[config.mk]
export PLATFORM = sky130hd
export DESIGN_NAME = simon_round_dp_flat
export DESIGN_NICKNAME = d
export VERILOG_FILES = /design/src/rtl/simon_round_dp_if.sv /design/src/rtl/simon_round_dp.sv /design/src/flat_wrapper.sv
export SDC_FILE = /design/constraint.sdc
export NUM_CORES = 1
export LEC_CHECK = 0
export ABC_AREA = 1
export BUFFER_PORTS_ARGS = -buffer_cell sky130_fd_sc_hd__buf_2
export CORE_MARGIN = 2
export CORE_UTILIZATION = 57
export DETAILED_ROUTE_END_ITERATION = 10
export PLACE_DENSITY = 0.8
export SLEW_MARGIN = 40
export SYNTH_ARGS = -nofsm -noshare
export SYNTH_HDL_FRONTEND = slang
export SYNTH_SLANG_ARGS = --single-unit
[constraint.sdc]
create_clock -name clk -period 5.7 [get_ports clk]
set_clock_uncertainty 0.15 [all_clocks]
set_input_delay 1.14 -clock clk [delete_from_list [all_inputs] [get_ports clk]]
set_output_delay 1.14 -clock clk [all_outputs]
set_load 0.05 [all_outputs]
[src/rtl/simon_round_dp_if.sv]
// Bus bundle for the SIMON128/128 round datapath: control, serial data and round key in,
// state and status out.
interface simon_round_dp_if #(
    parameter int WORD = 64,
    parameter int CW   = 8
);
    logic                data_in;
    logic [1:0]          data_rdy;
    logic [CW-1:0]       counter;
    logic [WORD-1:0]     key_in;
    logic [2*WORD-1:0]   ct_out;
    logic                data_out;
    logic                done;
    logic                ct_valid;

    modport master (
        output data_in, data_rdy, counter, key_in,
        input  ct_out, data_out, done, ct_valid
    );

    modport slave (
        input  data_in, data_rdy, counter, key_in,
        output ct_out, data_out, done, ct_valid
    );
endinterface

[src/rtl/simon_round_dp.sv]
// Unshared SIMON128/128 round datapath: serial plaintext load, one round per even counter
// step in lock-step with the key schedule, done/ct_valid flags and serial ciphertext unload.
module simon_round_dp #(
    parameter int WORD   = 64,
    parameter int ROUNDS = 68,
    parameter int CW     = 8
) (
    input  logic             clk,
    input  logic             rst,
    simon_round_dp_if.slave  bus
);
    localparam logic [CW-1:0] LAST_STEP = CW'(2 * ROUNDS - 2);

    localparam logic [1:0] MODE_IDLE = 2'd0;
    localparam logic [1:0] MODE_LOAD = 2'd1;
    localparam logic [1:0] MODE_KEY  = 2'd2;
    localparam logic [1:0] MODE_RUN  = 2'd3;

    logic [WORD-1:0] x_reg, x_next;
    logic [WORD-1:0] y_reg, y_next;
    logic            done_reg, done_next;
    logic            valid_reg, valid_next;

    logic [WORD-1:0] rot1, rot2, rot8, f_x;
    logic            round_fire;

    // Fixed left rotations are pure wiring: bit gi of S^j(x) is x[gi-j mod WORD].
    for (genvar gi = 0; gi < WORD; gi++) begin : g_rot
        assign rot1[gi] = x_reg[(gi + WORD - 1) % WORD];
        assign rot2[gi] = x_reg[(gi + WORD - 2) % WORD];
        assign rot8[gi] = x_reg[(gi + WORD - 8) % WORD];
    end

    assign f_x = (rot1 & rot8) ^ rot2;

    // Odd counter steps belong to the key update, so rounds only fire on even in-range steps.
    assign round_fire = (bus.data_rdy == MODE_RUN) && !bus.counter[0]
                        && (bus.counter <= LAST_STEP);

    always_comb begin
        x_next     = x_reg;
        y_next     = y_reg;
        done_next  = done_reg;
        valid_next = 1'b0;
        case (bus.data_rdy)
            MODE_LOAD: begin
                {x_next, y_next} = {bus.data_in, x_reg, y_reg[WORD-1:1]};
                done_next        = 1'b0;
            end
            MODE_KEY: begin
                done_next = 1'b0;
            end
            MODE_RUN: begin
                if (round_fire) begin
                    x_next = y_reg ^ f_x ^ bus.key_in;
                    y_next = x_reg;
                    if (bus.counter == LAST_STEP) begin
                        done_next  = 1'b1;
                        valid_next = 1'b1;
                    end
                end
            end
            default: begin
                if (done_reg) begin
                    {x_next, y_next} = {1'b0, x_reg, y_reg[WORD-1:1]};
                end
            end
        endcase
    end

    always_ff @(posedge clk or posedge rst) begin
        if (rst) begin
            x_reg     <= '0;
            y_reg     <= '0;
            done_reg  <= 1'b0;
            valid_reg <= 1'b0;
        end else begin
            x_reg     <= x_next;
            y_reg     <= y_next;
            done_reg  <= done_next;
            valid_reg <= valid_next;
        end
    end

    assign bus.ct_out   = {x_reg, y_reg};
    assign bus.data_out = y_reg[0];
    assign bus.done     = done_reg;
    assign bus.ct_valid = valid_reg;

endmodule

[src/flat_wrapper.sv]
// flat-port wrapper written by rule: the top's interface ports become plain ports
module simon_round_dp_flat 
#(
    parameter int WORD   = 64,
    parameter int ROUNDS = 68,
    parameter int CW     = 8
)
  (clk, rst, bus_data_in, bus_data_rdy, bus_counter, bus_key_in, bus_ct_out, bus_data_out, bus_done, bus_ct_valid);
  simon_round_dp_if #(.WORD(WORD), .CW(CW)) bus_i ();
  input  logic clk;
  input  logic rst;
  input wire logic [$bits(bus_i.data_in)-1:0] bus_data_in;
  input wire logic [$bits(bus_i.data_rdy)-1:0] bus_data_rdy;
  input wire logic [$bits(bus_i.counter)-1:0] bus_counter;
  input wire logic [$bits(bus_i.key_in)-1:0] bus_key_in;
  output wire logic [$bits(bus_i.ct_out)-1:0] bus_ct_out;
  output wire logic [$bits(bus_i.data_out)-1:0] bus_data_out;
  output wire logic [$bits(bus_i.done)-1:0] bus_done;
  output wire logic [$bits(bus_i.ct_valid)-1:0] bus_ct_valid;
  assign bus_i.data_in = bus_data_in;
  assign bus_i.data_rdy = bus_data_rdy;
  assign bus_i.counter = bus_counter;
  assign bus_i.key_in = bus_key_in;
  assign bus_ct_out = bus_i.ct_out;
  assign bus_data_out = bus_i.data_out;
  assign bus_done = bus_i.done;
  assign bus_ct_valid = bus_i.ct_valid;
  simon_round_dp #(.WORD(WORD), .ROUNDS(ROUNDS), .CW(CW)) u_core (.clk(clk), .rst(rst), .bus(bus_i));
endmodule
# Word-level counts from Yosys, hierarchy flattened
# Cells that the tools add are included.
# totals
register_bits,130
output_inout_bits,131
# op_classes
order_cmp,1
eq_ne,6
n_mux,12
n_bitwise,5
n_reduce_logical,8
# ops
cell,count
64-bit one-hot mux with 3 select lines,2
64-bit 2-to-1 mux,4
64-bit bitwise XOR,3
64-bit AND,1
8-bit == test (second input constant),1
8-bit less-or-equal comparator (second input constant),1
3-bit AND reduction,2
1-bit 2-to-1 mux,5
2-bit == test (second input constant),2
3-bit nonzero test,1
2-bit by 1-bit == test with 1-bit output (second input constant),1
1-bit logical AND,2
2-bit by 1-bit inequality test with 1-bit output (second input constant),1
2-bit inequality test (second input constant),1
1-bit one-hot mux with 2 select lines,1
2-bit nonzero test,1
2-bit OR reduction,1
1-bit zero test,1
1-bit inverter,1

# Logic depth before layout (Yosys ltp)
# Gate-level depths: netlist (run 1).
# depth
depth_word,6
depth_mapped,10
depth_no_buf,9

# Least setup slack after synthesis (run 1)
# Ideal clock, no wire load.
# synth_path
path_type,input -> register
from,input bus_counter[0]
to,register u_core.y_reg[58]
setup_time_ns,0.120
t_arrival_ns,2.131
t_required_ns,5.430
slack_ns,3.299
path_stages,9
n_path_buf,2
cell_sequence,or2_1 -> nor2_2 -> nand2_1 -> nand3_2 -> nand2_4 -> buf_12 -> buf_8 -> nand2_1 -> nand2_1
# synth_between
elab_chain_cells,5
# synth_lines
element,line_no,source
start: declaration,flat_wrapper.sv:14,input wire logic [$bits(bus_i.counter)-1:0] bus_counter;
branches (longest 2 deep; another with 8-bit less-or-equal comparator),n/a,
1-bit logical AND (*),simon_round_dp.sv:38,&& (bus.counter <= LAST_STEP);
2-bit by 1-bit inequality test with 1-bit output (no line) (*),n/a,
3-bit AND reduction (no line) (*),n/a,
end signal: assignment,simon_round_dp.sv:79,y_reg <= y_next;
end: declaration,simon_round_dp.sv:20,"logic [WORD-1:0] y_reg, y_next;"
# Mark *: on every way between the ends.
# A chain may end at the register's enable or synchronous reset.

# Worst setup path in the final report (run 1)
# layout_path
from,input bus_data_rdy[1]
to,register u_core.y_reg[43]
# layout_between
elab_chain_cells,5
# layout_lines
element,line_no,source
start: declaration,flat_wrapper.sv:13,input wire logic [$bits(bus_i.data_rdy)-1:0] bus_data_rdy;
2-bit == test,"simon_round_dp.sv:37, simon_round_dp.sv:45",
1-bit logical AND,simon_round_dp.sv:37,assign round_fire = (bus.data_rdy == MODE_RUN) && !bus.counter[0]
1-bit logical AND,simon_round_dp.sv:38,
2-bit by 1-bit inequality test with 1-bit output (no line),n/a,
3-bit AND reduction (no line),n/a,
# Several ways; a longest one is shown, not always the timed one.

==> reports/results.tsv, run 1 <==
stage	metric	value	unit
cells_and_area	fillers	1828	
sta	final_max_slew_viol_count	0	
run_status	status	complete, no violations	
place	dpl.cell_count	2302	
die	die_area	20650	um2
cts	htree_levels	4	
worst_setup_path	cp_num_buf_inv	2	
logic_synthesis	syn-instance-count	1955	
pwr	p_seq_share	32.1	%
worst_setup_path	critPathMaxFanout	55	
cts	clk_pin_slew	0.06	ns
die	rows	51	
cts	cts_hold_buf	0	
worst_setup_path	crit_path_top_delay_cell	nand2_8	
cts	cts_root_buf	clkbuf_16	
die	die_h	143.7	um
worst_setup_path	endpoint_kind	register	
pwr	netSwitchingPower	2.902	mW
place	place_worst_setup_slack	2.152	ns
cts	cts_resized	0	
die	start_util	57.55	%
sta	timing.final.crit_share	50.65	%
cells_and_area	drive_above_1_share	14.98	%
cts	cts_tree	yes	
hold_path	hold_start	u_core.bus.done$_DFFE_PP0P_	
place	dp_hpwl	20460	um
global_route	grt_pass1_wl	49850	um
sta	setup_viol	0	
place	portBuffers	207	
worst_setup_path	cp_common_cell	nand2_1	
cells_and_area	syn_to_final_growth	11.40	%
pwr	clkPwrFrac	21.6	%
worst_setup_path	rr_startpoint	u_core.bus.done$_DFFE_PP0P_	
drt	drc	0	
cts	cts_buffer_depth	2	
hold_path	hold_class	register to register	
sta	worstMarginPinSlew	0.7761	ns
drt	vias	12120	
cts	clock_latency	0.43	ns
pwr	power_switching_share	51.75	%
worst_setup_path	critPathTopFamily	simple AND/OR/NAND/NOR gates	
worst_setup_path	worstSetupStartpoint	bus_data_rdy[1]	
cells_and_area	fin_cells	2334	
pwr	power_density	452.4	nW/um2
place	postPlaceCellArea	11750	um2
cells_and_area	nNetsFinal	2133	
cts	numCtsBuffers	17	
logic_synthesis	synth-seq-cells	130	
pwr	comb_power_share	46.3	%
cts	cts_setup_buffers	0	
drt	viasPerCell	5.192	
worst_setup_path	worstPathRequired	5.91	ns
worst_setup_path	start_kind	primary input	
flow_run	cap_violations	0	
global_route	grt_usage	29.81	%
drt	dr.first_iter.drc_count	1040	
global_route	grt_pass1_vias	10430	
worst_setup_path	critical_path.max_stage_delay	0.52	ns
global_route	grt_max_degree	104	
drt	postRouteAntennaNets	0	
cells_and_area	antenna_cells	0	
global_route	antenna_found_initial	0	
logic_synthesis	ys_seq_area_share	29.24	%
sta	max_freq	0.3464	GHz
place	gp_congestion	0.8434	
drt	drt-wirelength-per-cell	13.04	um
sta	rsz0062_at_grt	false	
logic_synthesis	syn_area	11130	um2
die	core-area	19330	um2
global_route	grt_overflow_total	0	
cells_and_area	fin_area	12400	um2
sta	tns	0	ns
die	die_x	143.7	um
logic_synthesis	synth.net_count	2032	
pwr	p_leak	7.465	nW
cells_and_area	layout_commonest_cell	nand2_1	
pwr	total_power	5.608	mW
pwr	ir_drop	281.1	uV
sta	fin_ws	2.813	ns
pwr	internal_power	2.706	mW
die	ioPinCount	208	
sta	period_needed	2.887	ns
cells_and_area	final_cell_mix	nand2_1, nand3_1, buf_2, inv_1, dfrtp_1	
logic_synthesis	ys_warn_count	0	
logic_synthesis	synth_cell_type_count	21	
cts	cts_sinks	130	
worst_setup_path	cp_cell_sequence	buf_2 -> nand2_4 -> nor2_1 -> nand3_4 -> nand2_8 -> buf_4 -> nand2_1 -> nand2_1	
sta	hold_viol_final	0	
drt	dr.pass1.iters	5	
logic_synthesis	synth.avg_cell_area	5.692	um2
worst_setup_path	critical_path_class	primary input to register	
drt	drt_wl_total	30440	um
worst_setup_path	cp.arrival	3.10	ns
sta	relSlewSlack	48.26	%
[cell type report]
type	count	area [um2]	share of cell area, %
Clock inverter	11	182.7	1.474
Tap cell	265	331.6	2.675
Timing Repair Buffer	217	1139	9.185
Clock buffer	21	460.4	3.715
Inverter	199	754.5	6.087
Multi-Input combinational cell	1491	6275	50.62
Sequential cell	130	3253	26.24
[layer usage]
metal	GRT usage [%]	routed length (um)	vias up
met3	4.065	2064	46
met2	48.25	14310	398
li1	-	-	6172
met5	0	0	-
met4	10.42	603	0
met1	41.08	13460	5502
[kinds of logic after synthesis]
logic type,count (synthesis),synth area share (%)
flops,130,29.24
compound gates,66,3.002
buf+inv,334,14.65
simple gates,1425,53.11
[power groups by stage]
| stage | clock network [mW] | registers (mW) | logic [mW] |
|---|---|---|---|
| finish | 1.21 | 1.80 | 2.60 |
| global route | 1.26 | 1.86 | 2.90 |
| CTS | 1.21 | 1.79 | 2.60 |
| detailed placement | 0 | 1.80 | 2.59 |
| global placement | 0 | 1.79 | 2.53 |
| floorplan | 0 | 2.25 | 1.57 |
[worst min-delay path, stage by stage (launching register included)]
cell and delay (ns):
dfrtp_1 0.37, o21ai_0 0.09, nand2_1 0.07
[metrics by stage]
stage | utilization [%] | hold slack, ns
after global placement | 60.69 | 0.3887
after floorplan | - | 0.6326
after global routing | 64.11 | 0.4500
after CTS | 64.07 | 0.4145
final | 64.11 | 0.4095
after detailed placement | 60.75 | 0.4019
[cell usage after synthesis (all sizes together)]
master  instances  area (um2)
buf           105       743.2
clkbuf         30       140.1
dfrtp         130        3253
inv           199       747.0
nand2        1095        4258
nand3         322        1617
nor2            7       28.78
o21ai          66       334.1
or2             1       6.260
[path summary, 6_finish.rpt]
check | endpoint | slack (ns) | cells after the start
min in group asynchronous | u_core.y_reg[34]$_DFFE_PP0P_ | 0.67 | 2
max in group asynchronous | u_core.y_reg[19]$_DFFE_PP0P_ | 3.88 | 3
worst min-delay path | u_core.bus.done$_DFFE_PP0P_ | 0.41 | 2
worst min register to register | u_core.bus.done$_DFFE_PP0P_ | 0.41 | 2
worst max register to register | u_core.y_reg[43]$_DFFE_PP0P_ | 3.48 | 7
worst max-delay path | u_core.y_reg[43]$_DFFE_PP0P_ | 2.81 | 8
(Power assumes the default switching activity.)
==> run 2, diff against run 1 <==
- ABC_AREA: 1 -> 0
- CORE_UTILIZATION: 57 -> 56
- clock period: 5.7 -> 3 ns (I/O delays scaled with it)
==> reports/results.tsv, run 2 <==
stage	metric	value	unit	change
run_status	status	complete, no violations		
logic_synthesis	synth.area.top_cells	dfrtp_1, mux2_4, xnor3_1		
die	core-area	16410	um2	-15%
logic_synthesis	synth.top_cell.area_share	35.06	%	+0.043 points
drt	viasPerCell	5.355		+3.1%
cts	clock_latency	0.42	ns	about the same
logic_synthesis	synth-edff-count	0		unchanged
global_route	grt_max_degree	131		+26%
drt	dr.pass1.iters	5		unchanged
global_route	grt_usage	24.71	%	-5.1 points
logic_synthesis	synth_area_leader_cell	dfrtp_1		
sta	rsz0062_at_grt	false		
sta	period_needed	2.062	ns	
flow_run	cap_violations	0		unchanged
drt	dr.first_iter.drc_count	424		-59%
worst_setup_path	ff2ff_setup_slack	1.11	ns	-2.37 ns
logic_synthesis	ys_seq_area_share	35.06	%	+5.8 points
cells_and_area	fillers	1204		-34%
global_route	grt_use_met2	38.14	%	-10 points
worst_setup_path	endpoint_kind	register		
drt	vias	6388		-47%
logic_synthesis	synthArstFlopShare	100.0	%	unchanged
cts	clk_pin_slew	0.06	ns	about the same
drt	postRouteAntennaNets	0		unchanged
cells_and_area	nNetsFinal	1035		-51%
cts	cts_root_buf	clkbuf_16		
die	die_area	17610	um2	-15%
global_route	grt_pass1_vias	6236		-40%
logic_synthesis	synth.net_count	836		-59%
sta	final_max_slew_viol_count	0		unchanged
sta	worstMarginPinSlew	0.7153	ns	-0.06078 ns
global_route	grt-busiest-layer	met2		
global_route	grt_pass1_wl	33910	um	-32%
sta	setup_viol	0		unchanged
cells_and_area	syn_to_final_growth	19.26	%	
logic_synthesis	synth_common_cells	nand2_1, dfrtp_1, mux2_4, mux2_2, xnor3_1		
hold_path	hold_class	primary input to asynchronous set/reset pin		
cts	cts_hold_buf	0		unchanged
cts	cts_setup_buffers	0		unchanged
worst_setup_path	worstPathRequired	3.15	ns	-2.76 ns
drt	drc	0		unchanged
logic_synthesis	ys_warn_count	0		unchanged
logic_synthesis	synth.avg_cell_area	12.23	um2	+110%
cts	numCtsBuffers	17		unchanged
worst_setup_path	critPathTopFamily	compound AO/OA/AOI/OAI gates		
worst_setup_path	r2r_cells	4		-3
global_route	grtUsageMet1	34.10	%	-7.0 points
worst_setup_path	start_kind	primary input		
sta	timing.final.crit_share	68.74	%	
worst_setup_path	reg2reg_to	u_core.x_reg[18]$_DFFE_PP0P_		
worst_setup_path	crit_path_top_delay_cell	mux2_2		
worst_setup_path	cp.arrival	2.21	ns	-0.89 ns
place	portBuffers	207		unchanged
sta	max_freq	0.4849	GHz	
cts	cts_resized	0		unchanged
global_route	antenna_found_initial	3		+3
logic_synthesis	synth-seq-cells	130		unchanged
logic_synthesis	syn-instance-count	759		-61%
sta	tns	0	ns	unchanged
logic_synthesis	synth_ff_type	dfrtp_1		
worst_setup_path	path_depth	6		-2
worst_setup_path	rr_startpoint	u_core.bus.done$_DFFE_PP0P_		
worst_setup_path	critical_path_class	primary input to register		
cts	cts_tree	yes		
cts	htree_levels	4		unchanged
sta	hold_viol_final	0		unchanged
die	die_x	132.7	um	-7.7%
global_route	gr-usage-met3	5.670	%	+1.6 points
cells_and_area	layout_commonest_cell	nand2_1		
sta	relSlewSlack	52.31	%	+4.1 points
place	gp_congestion	0.7961		-5.6%
cts	cts_sinks	130		unchanged
die	start_util	56.55	%	-0.99 points
cells_and_area	drive_above_1_share	45.26	%	+30 points
logic_synthesis	synth_cell_type_count	26		+24%
logic_synthesis	syn_area	9279	um2	-17%
worst_setup_path	cp_cell_sequence	buf_2 -> nor3_1 -> a31o_1 -> o21a_4 -> buf_12 -> mux2_2		
worst_setup_path	critical_path.max_stage_delay	0.39	ns	-0.13 ns
drt	drt_wl_total	21390	um	-30%
drt	drt-wirelength-per-cell	17.93	um	+37%
die	die_h	132.7	um	-7.7%
die	ioPinCount	208		unchanged
place	dp_hpwl	14410	um	-30%
logic_synthesis	synth_most_common_cell	nand2_1		
cts	cts_buffer_depth	2		unchanged
die	rows	47		-7.8%
worst_setup_path	cp_num_buf_inv	2		unchanged
cells_and_area	final_cell_mix	nand2_1, buf_2, dfrtp_1, mux2_4, mux2_2		
global_route	grt_overflow_total	0		unchanged
worst_setup_path	critPathMaxFanout	50		-9.1%
-- run 2: cell count changes in the layout (fill, tap and decap cells not counted), sizes merged, moves of 5 or more --
cell,change
nand2,-838
nand3,-321
inv,-198
mux2,+190
o21ai,-64
xnor3,+64
xor2,+63
nor2,-5
-- run 2: logic make-up (layout without fill, tap and decap cells) --
| logic type | after synthesis | count (layout) | share of synthesized area (%) |
|---|---|---|---|
| buffers and inverters | 38 | 249 | 3.951 |
| AO/OA/AOI/OAI | 6 | 6 | 0.5125 |
| XOR/XNOR | 128 | 128 | 21.57 |
| AND/OR/NAND/NOR | 266 | 266 | 10.92 |
| flip-flops | 130 | 130 | 35.06 |
| other | 0 | 3 | 0 |
| multiplexers | 191 | 191 | 27.98 |
-- run 2: per-layer routing --
layer  part of all wire, %  up-vias  wire (um)
met4                   2.7        0        572
met2                    47      216      10070
met3                   5.6       41       1190
met1                    45     3180       9549
li1                      -     2951          -
met5                     0        -          0
-- run 2: layout make-up --
class | instances | area [um2] | area share (%)
Multi-Input combinational cell | 591 | 5664 | 51.19
Sequential cell | 130 | 3253 | 29.40
Timing Repair Buffer | 216 | 1179 | 10.65
Clock buffer | 22 | 474.2 | 4.285
Tap cell | 220 | 275.3 | 2.488
Clock inverter | 9 | 201.4 | 1.820
Inverter | 2 | 11.26 | 0.1018
Antenna cell | 3 | 7.507 | 0.06784
-- run 2: how the worst max path moves through the flow --
stage	from	to
2_1_floorplan	rst	u_core.bus.ct_valid$_DFF_PP0_
5_1_grt	bus_counter[0]	u_core.x_reg[12]$_DFFE_PP0P_
4_1_cts	u_core.x_reg[13]$_DFFE_PP0P_	bus_ct_out[77]
3_5_place_dp	bus_counter[0]	u_core.x_reg[18]$_DFFE_PP0P_
3_3_place_gp	bus_counter[0]	u_core.x_reg[16]$_DFFE_PP0P_
6_report	bus_counter[0]	u_core.x_reg[18]$_DFFE_PP0P_
-- run 2: worst register-to-register path, stage by stage, from the launching register on --
cell and delay (ns):
dfrtp_1 0.37, nor2b_1 0.20, o21a_4 0.26, buf_12 0.34
mux2_2 0.46
-- run 2: metrics by stage --
stage	utilization, %	setup WS [ns]	std cells	area, um2	hold slack (ns)
after floorplan	-	0.6408	759	9283	0.5818
after global placement	63.28	0.5581	1159	10380	0.3706
after detailed placement	63.28	0.5292	1159	10380	0.3957
after CTS	67.40	0.9268	1190	11060	0.2913
after global routing	67.40	0.8430	1190	11060	0.3195
final	67.44	0.9379	1193	11070	0.2435
Power of run 2 is not shown: default switching activity piles up to over one toggle a cycle in this logic, so the estimate is an artifact.
